**config.mk**
```make
export PLATFORM = sky130hd
export DESIGN_NAME = shift_ring_counter
export DESIGN_NICKNAME = d
export VERILOG_FILES = /design/src/rtl/shift_ring_pkg.sv /design/src/rtl/step_sync.sv /design/src/rtl/shift_ring_counter.sv
export SDC_FILE = /design/constraint.sdc
export NUM_CORES = 1
export LEC_CHECK = 0
export BUFFER_PORTS_ARGS = -buffer_cell sky130_fd_sc_hd__buf_2
export CORE_MARGIN = 3
export CORE_UTILIZATION = 54
export CTS_CLUSTER_SIZE = 20
export DETAILED_ROUTE_END_ITERATION = 10
export HOLD_SLACK_MARGIN = 0.05
export PLACE_DENSITY = 0.81
export SKIP_LAST_GASP = 1
export SLEW_MARGIN = 20
export SYNTH_ARGS = -nofsm -noshare
export SYNTH_HDL_FRONTEND = slang
export SYNTH_SLANG_ARGS = --single-unit
```
**constraint.sdc**
```tcl
create_clock -name hz100 -period 3.2 [get_ports hz100]
set_input_delay 0.8 -clock hz100 [delete_from_list [all_inputs] [get_ports hz100]]
set_output_delay 0.8 -clock hz100 [all_outputs]
set_load 0.05 [all_outputs]
```
**src/rtl/shift_ring_pkg.sv**
```systemverilog
// Shared types and helpers for the shift_ring_counter block.
package shift_ring_pkg;

    typedef enum logic {
        MODE_RING    = 1'b0,
        MODE_JOHNSON = 1'b1
    } mode_e;

    typedef enum logic {
        DIR_UP   = 1'b0,
        DIR_DOWN = 1'b1
    } dir_e;

    // Sequence period: a ring visits WIDTH states, a Johnson counter 2*WIDTH.
    function automatic int unsigned period(input mode_e m, input int unsigned width);
        return (m == MODE_JOHNSON) ? 2 * width : width;
    endfunction

endpackage

```
**src/rtl/step_sync.sv**
```systemverilog
// Synchroniser for the raw step request followed by a rising-edge detector.
// pulse is high for exactly one hz100 cycle per rising edge of async_in.
module step_sync #(
    parameter int SYNC_STAGES = 2
) (
    input  logic hz100,
    input  logic reset,
    input  logic async_in,
    output logic pulse
);

    logic [SYNC_STAGES-1:0] sync_q;
    logic                   prev_q;

    // Shift the raw input through the synchroniser and remember the last synced value.
    always_ff @(posedge hz100 or posedge reset) begin
        if (reset) begin
            sync_q <= '0;
            prev_q <= 1'b0;
        end else begin
            sync_q <= {sync_q[SYNC_STAGES-2:0], async_in};
            prev_q <= sync_q[SYNC_STAGES-1];
        end
    end

    assign pulse = sync_q[SYNC_STAGES-1] & ~prev_q;

endmodule

```
**src/rtl/shift_ring_counter.sv**
```systemverilog
// WIDTH-bit ring / Johnson shifter advanced by a synchronised step request.
// Reports position within the sequence period and a wrap pulse.
// Optional feature: define SHIFT_RING_SELFCORRECT_EN to reseed ring mode
// with INIT whenever q is not one-hot at a step.
module shift_ring_counter
    import shift_ring_pkg::*;
#(
    parameter int               WIDTH       = 4,
    parameter logic [WIDTH-1:0] INIT        = {{(WIDTH-1){1'b0}}, 1'b1},
    parameter int               SYNC_STAGES = 2
) (
    input  logic                          hz100,
    input  logic                          reset,
    input  logic                          step,
    input  logic                          dir,
    input  logic                          mode,
    input  logic                          load,
    input  logic [WIDTH-1:0]              load_val,
    output logic [WIDTH-1:0]              q,
    output logic [$clog2(2*WIDTH)-1:0]    pos,
    output logic                          wrap
);

    localparam int PW = $clog2(2*WIDTH);

    logic             stp;
    mode_e            mode_n;
    mode_e            mode_r;
    dir_e             dir_n;
    logic [WIDTH-1:0] shift_q;
    logic             reseed;
    logic [PW-1:0]    pos_last;
    logic [PW-1:0]    pos_nx;

    step_sync #(
        .SYNC_STAGES(SYNC_STAGES)
    ) u_step_sync (
        .hz100    (hz100),
        .reset    (reset),
        .async_in (step),
        .pulse    (stp)
    );

    assign mode_n = mode_e'(mode);
    assign dir_n  = dir_e'(dir);

    // Next shifter value for the mode/direction presented this cycle.
    always_comb begin
        shift_q = q;
        reseed  = 1'b0;
        unique case ({mode_n, dir_n})
            {MODE_RING,    DIR_UP}:   shift_q = {q[WIDTH-2:0], q[WIDTH-1]};
            {MODE_RING,    DIR_DOWN}: shift_q = {q[0], q[WIDTH-1:1]};
            {MODE_JOHNSON, DIR_UP}:   shift_q = {q[WIDTH-2:0], ~q[WIDTH-1]};
            {MODE_JOHNSON, DIR_DOWN}: shift_q = {~q[0], q[WIDTH-1:1]};
            default:                  shift_q = q;
        endcase
`ifdef SHIFT_RING_SELFCORRECT_EN
        if (mode_n == MODE_RING && $countones(q) != 1) begin
            shift_q = INIT;
            reseed  = 1'b1;
        end
`endif
    end

    // Position bookkeeping modulo the current period.
    always_comb begin
        pos_last = PW'(period(mode_n, WIDTH) - 1);
        pos_nx   = pos;
        if (dir_n == DIR_UP)
            pos_nx = (pos == pos_last) ? '0 : pos + 1'b1;
        else
            pos_nx = (pos == '0) ? pos_last : pos - 1'b1;
    end

    // Load beats mode change, mode change beats a counted step.
    always_ff @(posedge hz100 or posedge reset) begin
        if (reset) begin
            q      <= INIT;
            pos    <= '0;
            wrap   <= 1'b0;
            mode_r <= MODE_RING;
        end else begin
            mode_r <= mode_n;
            wrap   <= 1'b0;
            if (load) begin
                q   <= load_val;
                pos <= '0;
            end else if (mode_n != mode_r) begin
                // A step landing on a mode change still shifts, but restarts the count.
                pos <= '0;
                if (stp)
                    q <= shift_q;
            end else if (stp) begin
                q <= shift_q;
                if (reseed) begin
                    pos <= '0;
                end else begin
                    pos  <= pos_nx;
                    wrap <= (pos_nx == '0);
                end
            end
        end
    end

endmodule

```
# After elaboration in Yosys (flattened, before gate mapping)
# Index checks and enable logic that the tools add are counted.
# classes
n_reduce_logical	5
n_mux	13
addsub	3
n_eq_ne	5
bitwise_logic	4
# op_table
operator	n
$mux W3	7
$pmux W4 S4	1
$mux W4	2
$logic_not A3 Y1	2
$sub A3 B1 Y3 const B	2
$eq A2 B2 Y1 const B	2
$add A3 B1 Y3 const B	1
$eq A3 B3 Y1	1
$mux W1	3
$not A1 Y1	3
$reduce_bool A3 Y1	1
$eq A2 B1 Y1 const B	1
$logic_not A2 Y1	1
$reduce_bool A2 Y1	1
$and A1 B1 Y1	1
$ne A1 B1 Y1	1
# totals
output_inout_bits	8
elab_cells	36
reg_bits	12

# Depth between registers and ports, before layout
# Gate-level depths: netlist (run 1).
# depth
word_depth	9
depth_mapped	5
ltp_nobuf	5

# Modules after synthesis
# From an unflattened synthesis (run 1), not the netlist that was laid out.
# unflattened
hier_cells	64
hier_area_um2	676.9
# modules_own_cells
module	instances	seq_area_each_um2	cells_each	area_per_inst_um2
shift_ring_counter	1	226.5	59	584.3
step_sync	1	75.1	5	92.6

# Worst setup path after synthesis (run 1)
# OpenSTA, ideal clock, no wires.
# synth_timing
path_type	register to register
start	reg pos[0]
end	reg pos[2]
n_path_buf	0
required_ns	3.057
setup_slack_ns	1.234
path_stages_with_launch	6
synth_period_minus_slack_ns	1.966
arrival_time_ns	1.823
setup_ns	0.143
cell_sequence	dfrtp_1 -> inv_1 -> ha_1 -> mux2_4 -> a221oi_1 -> a2111oi_2
# synth_via
elab_chain_cells	6
# synth_lines
item	line_no	rtl
start: declaration	shift_ring_counter.sv:20	output logic [$clog2(2*WIDTH)-1:0] pos,
start signal: assignment	shift_ring_counter.sv:99	pos <= pos_nx;
$add A3 B1 Y3, or another cell as far along	shift_ring_counter.sv:71	pos_nx = (pos == pos_last) ? '0 : pos + 1'b1;
$mux W3, on equally long branches	shift_ring_counter.sv:71, shift_ring_counter.sv:73	
$mux W3 (*)	shift_ring_counter.sv:70	if (dir_n == DIR_UP)
$mux W3 (*)	shift_ring_counter.sv:94	end else if (stp) begin
$mux W3 (*)	shift_ring_counter.sv:89	end else if (mode_n != mode_r) begin
$mux W3 (*)	shift_ring_counter.sv:86	if (load) begin
# Mark *: on every way between the ends. The rest lies on a longest branch, timed or not. The select of a mux whose other input is x is not followed.
# A chain may end at the register's enable or synchronous reset.

# Worst setup path after layout (run 1)
# layout_timing
start	reg q[0]
end	out q[0]
# layout_lines
item	line_no	rtl
start: declaration	shift_ring_counter.sv:19	output logic [WIDTH-1:0] q,
start signal: assignment	shift_ring_counter.sv:87	q <= load_val;
start signal: assignment	shift_ring_counter.sv:93	q <= shift_q;
start signal: assignment	shift_ring_counter.sv:95	q <= shift_q;
# No word-level cell between the ends.

==> results of run 1 <==
[cells by family (layout without fill, tap and decap cells)]
kind of cell             Yosys count  in the layout  share of synthesized area, %
adder cells (fa/ha/maj)            3              3                         5.191
buffers and inverters              8             26                         5.362
AND/OR/NAND/NOR                   23             23                         17.65
multiplexers                       1              1                         2.076
XOR/XNOR                           4              4                         4.845
flip-flops                        12             12                         41.70
AO/OA/AOI/OAI                     19             19                         23.18
[flip-flops by register name (all words and copies together) (netlist names)]
| name | cells |
|---|---|
| pos | 3 |
| u_step_sync.sync_q | 2 |
| wrap | 1 |
| mode_r | 1 |
| u_step_sync.prev_q | 1 |
| q | 4 |
[area by class of cell]
type / instances / area (um^2)
clock buffer: 4 / 26.28
fill: 93 / 354.1
inverter: 5 / 18.77
multi-input combinational: 50 / 382.9
sequential: 12 / 301.5
tap: 14 / 17.52
timing repair buffer: 17 / 85.08
[worst reg2reg max path, stage by stage, from the launching register on]
cell and delay, ns:
dfrtp_1 0.43, inv_1 0.16, ha_1 0.21, mux2_4 0.33, a221oi_1 0.39, a2111oi_2 0.08
[Yosys cell counts, drive strengths merged]
master   count  area (um^2)
dfrtp       11        275.3
o211ai       2        15.01
xnor2        3        26.28
inv          5        18.77
nor4bb       1        16.27
a221oi       1        8.760
nand2b       3        18.77
o31ai        2        15.01
a211o        1        8.760
nand2        7        26.28
a21oi        4        20.02
ha           3        37.54
xor2         1        8.760
o22ai        1        6.260
nand3b       1        7.510
clkbuf       1        3.750
buf          2        16.26
o2111a       1        11.26
mux2         1        15.01
a211oi       3        22.52
a2111oi      2        42.54
nor2         4        15.01
nor2b        6        37.54
a2bb2oi      2        17.52
dfstp        1        26.28
or2          1        6.260
[power by group]
group	leakage (nW)	total (mW)	switching (mW)	internal, mW
sequential	0.148	0.170	0.00831	0.162
combinational	0.207	0.0858	0.0563	0.0294
clock	0.0150	0.0957	0.0475	0.0481
total	0.369	0.351	0.112	0.239
[metal layers]
| layer | up-vias | share of wire, % | GRT usage (%) |
|---|---|---|---|
| li1 | 286 | - | - |
| met1 | 279 | 46 | 24.06 |
| met2 | 18 | 48 | 28.57 |
| met3 | 0 | 6.0 | 4.292 |
| met4 | 0 | 0 | 3.727 |
| met5 | - | 0 | 0 |
[worst max path at each step]
stage	startpoint	end	slack [ns]	cells past startpoint
2_1_floorplan	pos[0]	pos[2]	1.23	5
6_report	q[0]	q[0]	1.32	1
3_3_place_gp	mode	pos[2]	1.40	4
3_5_place_dp	mode	pos[2]	1.33	4
4_1_cts	q[0]	q[0]	1.31	1
5_1_grt	q[0]	q[0]	1.27	1
==> results_dict.tcl, run 1 <==
set metrics [dict create \
    cts_hold_buf 0 \
    worstHoldPathType "register to register" \
    yosysUniqueCellTypes 28 \
    antenna_found_initial 0 \
    layout_commonest_cell "buf_2" \
    rsz0062_at_grt "no" \
    ys_seq_elements 12 \
    vias 583 \
    finish.instance_area_um2 832.0 \
    die_y_um 42.60 \
    max_freq_mhz 532.7 \
    status "finished, final reports clean" \
    ys_warn_count 0 \
    layout-drive-gt1-share_pct 29.55 \
    vias_per_cell 5.716 \
    grt_pass1_wl_um 2484 \
    post-route-min-period_ns 1.877 \
    fin_ws_ns 1.323 \
    finalWirelength_um 1422 \
    power_uw 351.4 \
    setup_viol 0 \
    drc 0 \
    powerDensity_nw_per_um2 422.3 \
    ctsHtreeMaxLevel 1 \
    holdWs_ns 0.3602 \
    netlist_area_um2 723.2 \
    fin_setup_tns_ns 0 \
    dieArea_um2 1814 \
    holdPathStages 0 \
    grt_max_degree 18 \
    finalCritPeriodShare_pct 58.67 \
    vdd_drop_max_mv 0.2841 \
    ant_nets 0 \
    final_hold_viol_count 0 \
    path_cells "buf_2" \
    dp_slack_ns 1.330 \
    root_buffer "clkbuf_4" \
    clkSinkCount 12 \
    wire_per_inst_um 13.94 \
    clk_pin_slew_ns 0.06 \
    crit_required_ns 2.40 \
    clkLatencyLatePin_ns 0.27 \
    final_cell_mix "buf_2 (17), dfrtp_1 (11), nand2_1 (7), nor2b_1 (6), inv_1 (5)" \
    rows 12 \
    crit_path_start_kind "register" \
    n_antenna_cell 0 \
    seq_area_frac_synth_pct 41.70 \
    path_buf_inv 1 \
    cp.arrival_ns 1.08 \
    endpoint_kind "primary output" \
    drt_iter0_drc 15 \
    layoutNonFillerInstCount 102 \
    nets 102 \
    dp_hpwl_um 1093 \
    utilization_pct 70.15 \
    area_growth_pct 15.05 \
    setup.worst_path.class "register to primary output" \
    numPortBuffers 17 \
    r2r-start "pos[0]" \
    min-delay-start "u_step_sync.sync_q[0]" \
    cts_buffers 3 \
    grt_pass1_vias 562 \
    globalRoute.totalOverflow 0 \
    syn_inst 70 \
    fp.coreArea_um2 1186 \
    gp_congestion 0.7766 \
    fin_skew_ns 0.01362 \
    post_cts_buffers 0 \
    clk_path_buf_depth 2 \
    cap_viol_max_count 0 \
    tritoncts "built" \
    worstRegToRegCells 5 \
    dp_cells 98 \
    r2r-end "pos[2]" \
    cpLargestDelayFamily "flip-flops" \
    first_pass_iters 4 \
    slew_violations 0 \
    whs_endpoint "u_step_sync.sync_q[1]" \
    cts_resized 0 \
    avgSynthCellArea_um2 10.33 \
    placed_cell_area_um2 805.8 \
    r2r_slack_ns 1.48 \
    leakagePower_nw 0.3695 \
    fp.dieW_um 42.60 \
    cp_max_fo 4 \
    start_util_pct 60.97 \
    ios 18 \
    max_stage_delay_ns 0.55 \
    slew_headroom_pct 68.91 \
    tightest_slew_ns 0.4654 \
    syn_nets 83 \
    grt_usage_pct 17.75 \
    crit_slowest_cell "dfstp_2" \
]
No activity file was read; power rests on OpenSTA's default activity.
==> inputs of run 2 (changes only) <==
--- a/config.mk
+++ b/config.mk
@@ -7,11 +7,11 @@
 export LEC_CHECK = 0
 export BUFFER_PORTS_ARGS = -buffer_cell sky130_fd_sc_hd__buf_2
 export CORE_MARGIN = 3
-export CORE_UTILIZATION = 54
+export CORE_UTILIZATION = 50
 export CTS_CLUSTER_SIZE = 20
 export DETAILED_ROUTE_END_ITERATION = 10
 export HOLD_SLACK_MARGIN = 0.05
-export PLACE_DENSITY = 0.81
+export PLACE_DENSITY = 0.76
 export SKIP_LAST_GASP = 1
 export SLEW_MARGIN = 20
 export SYNTH_ARGS = -nofsm -noshare
==> constraint.sdc (replaced) <==
create_clock -name hz100 -period 1.85 [get_ports hz100]
set_input_delay 0.4625 -clock hz100 [delete_from_list [all_inputs] [get_ports hz100]]
set_output_delay 0.4625 -clock hz100 [all_outputs]
set_load 0.05 [all_outputs]
==> run 2 against run 1 <==
Non-clock buffer count stayed put. Critical path type is now register to register. Clock-buffer cell count unchanged. Total power rose by 84%. Final cell count increased by 0.98%. Clock power rose by 120%. Global-route usage shrank 2.9 points. Die area increased by 6.9%. Setup slack worse by 1.2 ns. Register-to-register slack worse by 1.3 ns.
==> results_dict.tcl, run 2 (synthesis gave the netlist of run 1 again) <==
set metrics [dict create \
    fin_skew_ns 0.002296 \
    fp.coreArea_um2 1334 \
    worstRegToRegCells 5 \
    finalCritPeriodShare_pct 91.09 \
    vias 553 \
    drt_iter0_drc 6 \
    cts_resized 0 \
    fin_ws_ns 0.1648 \
    post-route-min-period_ns 1.685 \
    clk_pin_slew_ns 0.08 \
    crit_cells 5 \
    ctsHtreeMaxLevel 1 \
    post_cts_buffers 0 \
    largest_register_ffs 4 \
    cp_max_fo 4 \
    tritoncts "built" \
    wl_met1_um 671 \
    ant_nets 0 \
    seqCellArea_um2 302.8 \
    antenna_found_initial 0 \
    largestRegisters "q (4), pos (3), u_step_sync.sync_q (2)" \
    layoutNonFillerInstCount 103 \
    clkSinkCount 12 \
    cp.arrival_ns 1.82 \
    setup.worst_path.class "register to register" \
    dp_slack_ns 0.1609 \
    wire_per_inst_um 12.57 \
    powerDensity_nw_per_um2 764.4 \
    nFillCells 117 \
    dp_cells 99 \
    grt_pass1_vias 489 \
    power_uw 645.6 \
    max_freq_mhz 593.4 \
    cpLargestDelayFamily "flip-flops" \
    nets 102 \
    status "finished, final reports clean" \
    grt_usage_pct 14.88 \
    die_y_um 44.03 \
    cap_viol_max_count 0 \
    tightest_slew_ns 0.4925 \
    root_buffer "clkbuf_4" \
    ios 18 \
    multi_input_area_um2 382.9 \
    rows 13 \
    fp.dieW_um 44.03 \
    final_cell_mix "buf_2 (17), dfrtp_1 (10), nand2_1 (7), nor2b_1 (6), inv_1 (5)" \
    vias_per_cell 5.369 \
    numPortBuffers 17 \
    grt_pass1_wl_um 2139 \
    drc 0 \
    largest_register "q" \
    finalWirelength_um 1295 \
    layout_commonest_cell "buf_2" \
    cts_buffers 3 \
    setup_viol 0 \
    top_layer "met3" \
    clk_path_buf_depth 2 \
    start_util_pct 54.22 \
    n_antenna_cell 0 \
    final_hold_viol_count 0 \
    rsz0062_at_grt "no" \
    worstHoldPathType "input pin to async pin" \
    leakagePower_nw 0.3739 \
    holdWs_ns 0.1854 \
    crit_required_ns 1.98 \
    first_pass_iters 4 \
    gp_congestion 0.7476 \
    area_growth_pct 16.78 \
    slew_violations 0 \
    endpoint_kind "register" \
    globalRoute.totalOverflow 0 \
    wl_met3_um 57 \
    path_cells "inv_1 -> ha_1 -> mux2_4 -> a221oi_1 -> a2111oi_2" \
    cts_hold_buf 0 \
    max_stage_delay_ns 0.43 \
    crit_path_start_kind "register" \
    wl_met2_um 566 \
    dp_hpwl_um 1003 \
    crit_slowest_cell "dfrtp_2" \
    clkLatencyLatePin_ns 0.27 \
    path_buf_inv 1 \
    slew_headroom_pct 67.10 \
    fin_setup_tns_ns 0 \
    grt_max_degree 18 \
    layout-drive-gt1-share_pct 31.82 \
    dieArea_um2 1939 \
    vdd_drop_max_mv 0.5241 \
]
-- run 2: cell count changes in the layout (fill, tap and decap cells not counted) --
| cell | before | now |
|---|---|---|
| dfrtp_2 | 0 | 1 |
| dfrtp_1 | 11 | 10 |
| clkbuf_8 | 0 | 1 |
| clkbuf_1 | 1 | 0 |
-- run 2: power breakdown --
group          switching [mW]  total [mW]  internal (mW)
Clock                  0.0873       0.207          0.119
Sequential             0.0134       0.293          0.280
Combinational          0.0949       0.146         0.0508
-- run 2: routing by layer --
layer / global-route usage [%] / vias to the layer above
li1: - / 284
met1: 22.86 / 258
met2: 21.80 / 11
met3: 2.439 / 0
met4: 3.614 / 0
met5: 0 / -
-- run 2: area by class of cell --
class                   count  share of cell area, %
clock buffers               4                  4.296
inverters                   5                  2.222
multi-input cells          50                  45.33
flip-flops and latches     12                  35.85
well taps                  15                  2.222
repair buffers             17                  10.07
-- run 2: worst paths after layout --
kind,to,slack [ns],start
setup / recovery,pos[2],0.16,pos[0]
hold / removal,u_step_sync.sync_q[0],0.19,reset
setup reg to reg,pos[2],0.16,pos[0]
hold reg to reg,u_step_sync.sync_q[1],0.37,u_step_sync.sync_q[0]
max in group asynchronous,pos[0],1.33,reset
min in group hz100,u_step_sync.sync_q[0],0.30,step
-- run 2: per-stage QoR --
stage               utilization, %  cell area (um^2)
floorplan                        -             724.4
global placement             60.60             808.3
detailed placement           60.60             808.3
CTS                          63.32             844.6
global route                 63.32             844.6
finish                       63.32             844.6
==> inputs of run 3 (changes only) <==
--- a/config.mk
+++ b/config.mk
@@ -5,6 +5,7 @@
 export SDC_FILE = /design/constraint.sdc
 export NUM_CORES = 1
 export LEC_CHECK = 0
+export ABC_CLOCK_PERIOD_IN_PS = 1700
 export BUFFER_PORTS_ARGS = -buffer_cell sky130_fd_sc_hd__buf_2
 export CORE_MARGIN = 3
 export CORE_UTILIZATION = 50
==> constraint.sdc (replaced) <==
create_clock -name hz100 -period 1.7 [get_ports hz100]
set_input_delay 0.425 -clock hz100 [delete_from_list [all_inputs] [get_ports hz100]]
set_output_delay 0.425 -clock hz100 [all_outputs]
set_load 0.05 [all_outputs]
==> run 3 against run 2 <==
First-iteration DRC count grew 120%. Non-clock buffer count unchanged. Largest power group unchanged. Global-route usage rose by 0.24 points. Final cell count stayed put. Flip-flop and latch count stayed put. Sequential share of layout area is 0.15 points higher. Critical endpoint is now wrap. Die area unchanged. Hold slack worse by 0.041 ns. Register-to-register slack got worse by 0.10 ns. Design area unchanged. Critical path depth stayed put. Sequential power increased by 9.2%. Largest cell class unchanged.
==> results_dict.tcl, run 3 (synthesis gave the netlist of run 1 again) <==
set metrics [dict create \
    status "finished, final reports clean" \
    post_cts_buffers 0 \
    finalCritPeriodShare_pct 96.42 \
    setup_viol 0 \
    antenna_found_initial 0 \
    grt_pass1_wl_um 2208 \
    clock_power_share_pct 27.1 \
    cp_max_fo 4 \
    worstHoldPathType "input pin to async pin" \
    setup.worst_path.class "register to register" \
    globalRoute.totalOverflow 0 \
    cap_viol_max_count 0 \
    largest_register_ffs 4 \
    grt_pass1_vias 506 \
    fp.dieW_um 44.03 \
    finalWirelength_um 1318 \
    clk_pin_slew_ns 0.08 \
    layout-drive-gt1-share_pct 35.23 \
    fp.coreArea_um2 1334 \
    final_cell_mix "buf_2 (17), dfrtp_1 (9), nand2_1 (7), nor2b_1 (6)" \
    wire_per_inst_um 12.80 \
    ctsHtreeMaxLevel 1 \
    dp_hpwl_um 1019 \
    power_frac_comb_pct 24.5 \
    endpoint_kind "register" \
    p_switching_uw 209.1 \
    nFillCells 109 \
    p_sw_share_pct 31.62 \
    power_frac_seq_pct 48.3 \
    tritoncts "built" \
    placed_cell_area_um2 818.3 \
    vdd_drop_max_mv 0.6260 \
    rows 13 \
    clkSinkCount 12 \
    tightest_slew_ns 0.4698 \
    powerDensity_nw_per_um2 783.2 \
    cts_resized 0 \
    n_antenna_cell 0 \
    leakagePower_nw 0.3665 \
    slew_headroom_pct 68.68 \
    cts_hold_buf 0 \
    fin_setup_tns_ns 0 \
    ios 18 \
    cts_buffers 3 \
    clk_path_buf_depth 2 \
    vias_per_cell 5.437 \
    finish.instance_area_um2 844.6 \
    slew_violations 0 \
    dieArea_um2 1939 \
    largest_register "q" \
    ant_nets 0 \
    vias 560 \
    area_growth_pct 16.78 \
    grt_usage_pct 15.12 \
    crit_path_start_kind "register" \
    fin_skew_ns 0.01008 \
    drc 0 \
    final_hold_viol_count 0 \
    post-route-min-period_ns 1.639 \
    nets 102 \
    max_freq_mhz 610.1 \
    root_buffer "clkbuf_4" \
    cp.arrival_ns 1.85 \
    start_util_pct 54.22 \
    drt_iter0_drc 13 \
    gp_congestion 0.7373 \
    first_pass_iters 4 \
    rsz0062_at_grt "no" \
    clkLatencyLatePin_ns 0.27 \
    layout_commonest_cell "buf_2" \
    crit_required_ns 1.91 \
    numPortBuffers 17 \
    internal_power_uw 452.3 \
    die_y_um 44.03 \
    grt_max_degree 18 \
    largestRegisters "q (4), pos (3), u_step_sync.sync_q (2)" \
]
[run 3: cell counts in the layout (fill, tap and decap cells not counted)]
No cell type changed its count.
[run 3: metal layers]
metal  share of wire (%)  track usage (%)  vias up  wire length [um]
met2                  45            22.67       12               596
met3                 4.4            2.439        0                58
li1                    -                -      284                 -
met1                  50            22.28      264               663
met5                   0                0        -                 0
met4                   0            4.819        0                 0
[run 3: stage by stage]
stage | instances | power (mW) | setup slack [ns] | util [%] | hold WS [ns]
finish | 103 | 0.6615 | 0.06079 | 63.32 | 0.1444
global route | 103 | 0.6958 | 0.007051 | 63.32 | 0.1705
CTS | 103 | 0.6698 | 0.07086 | 63.32 | 0.1597
detailed placement | 99 | 0.4876 | 0.08015 | 61.35 | 0.3387
global placement | 99 | 0.4864 | 0.1364 | 61.35 | 0.3379
floorplan | 70 | 0.4504 | 0.01449 | - | 0.2888
[run 3: layout make-up]
cell class	count	area (um^2)	share of cell area (%)
sequential	12	304.0	36.00
timing repair buffer	17	85.08	10.07
multi-input combinational	50	391.6	46.37
clock buffer	4	26.28	3.111
inverter	5	18.77	2.222
tap	15	18.77	2.222
[run 3: power groups by stage]
stage | Clock [mW] | Sequential [mW] | Combinational (mW)
finish | 0.179 | 0.320 | 0.162
global route | 0.198 | 0.323 | 0.175
CTS | 0.187 | 0.320 | 0.163
detailed placement | 0 | 0.326 | 0.162
global placement | 0 | 0.325 | 0.161
floorplan | 0 | 0.367 | 0.0830
[run 3: path summary, 6_finish.rpt]
check                                 startpoint                    end  slack, ns  cells past startpoint
max                                       pos[0]                   wrap       0.06                      5
min                                        reset                 mode_r       0.14                      2
max reg2reg                               pos[0]                   wrap       0.06                      5
min reg2reg                u_step_sync.sync_q[0]  u_step_sync.sync_q[1]       0.35                      0
max in group asynchronous                  reset                   q[0]       1.21                      2
min in group hz100                          step  u_step_sync.sync_q[0]       0.27                      1
[run 3: critical path, stage by stage, from the launching register on]
cell and delay (ns):
dfrtp_2 0.44, inv_2 0.10, ha_2 0.20, mux2_4 0.33, a2111oi_4 0.30, o2111a_1 0.22
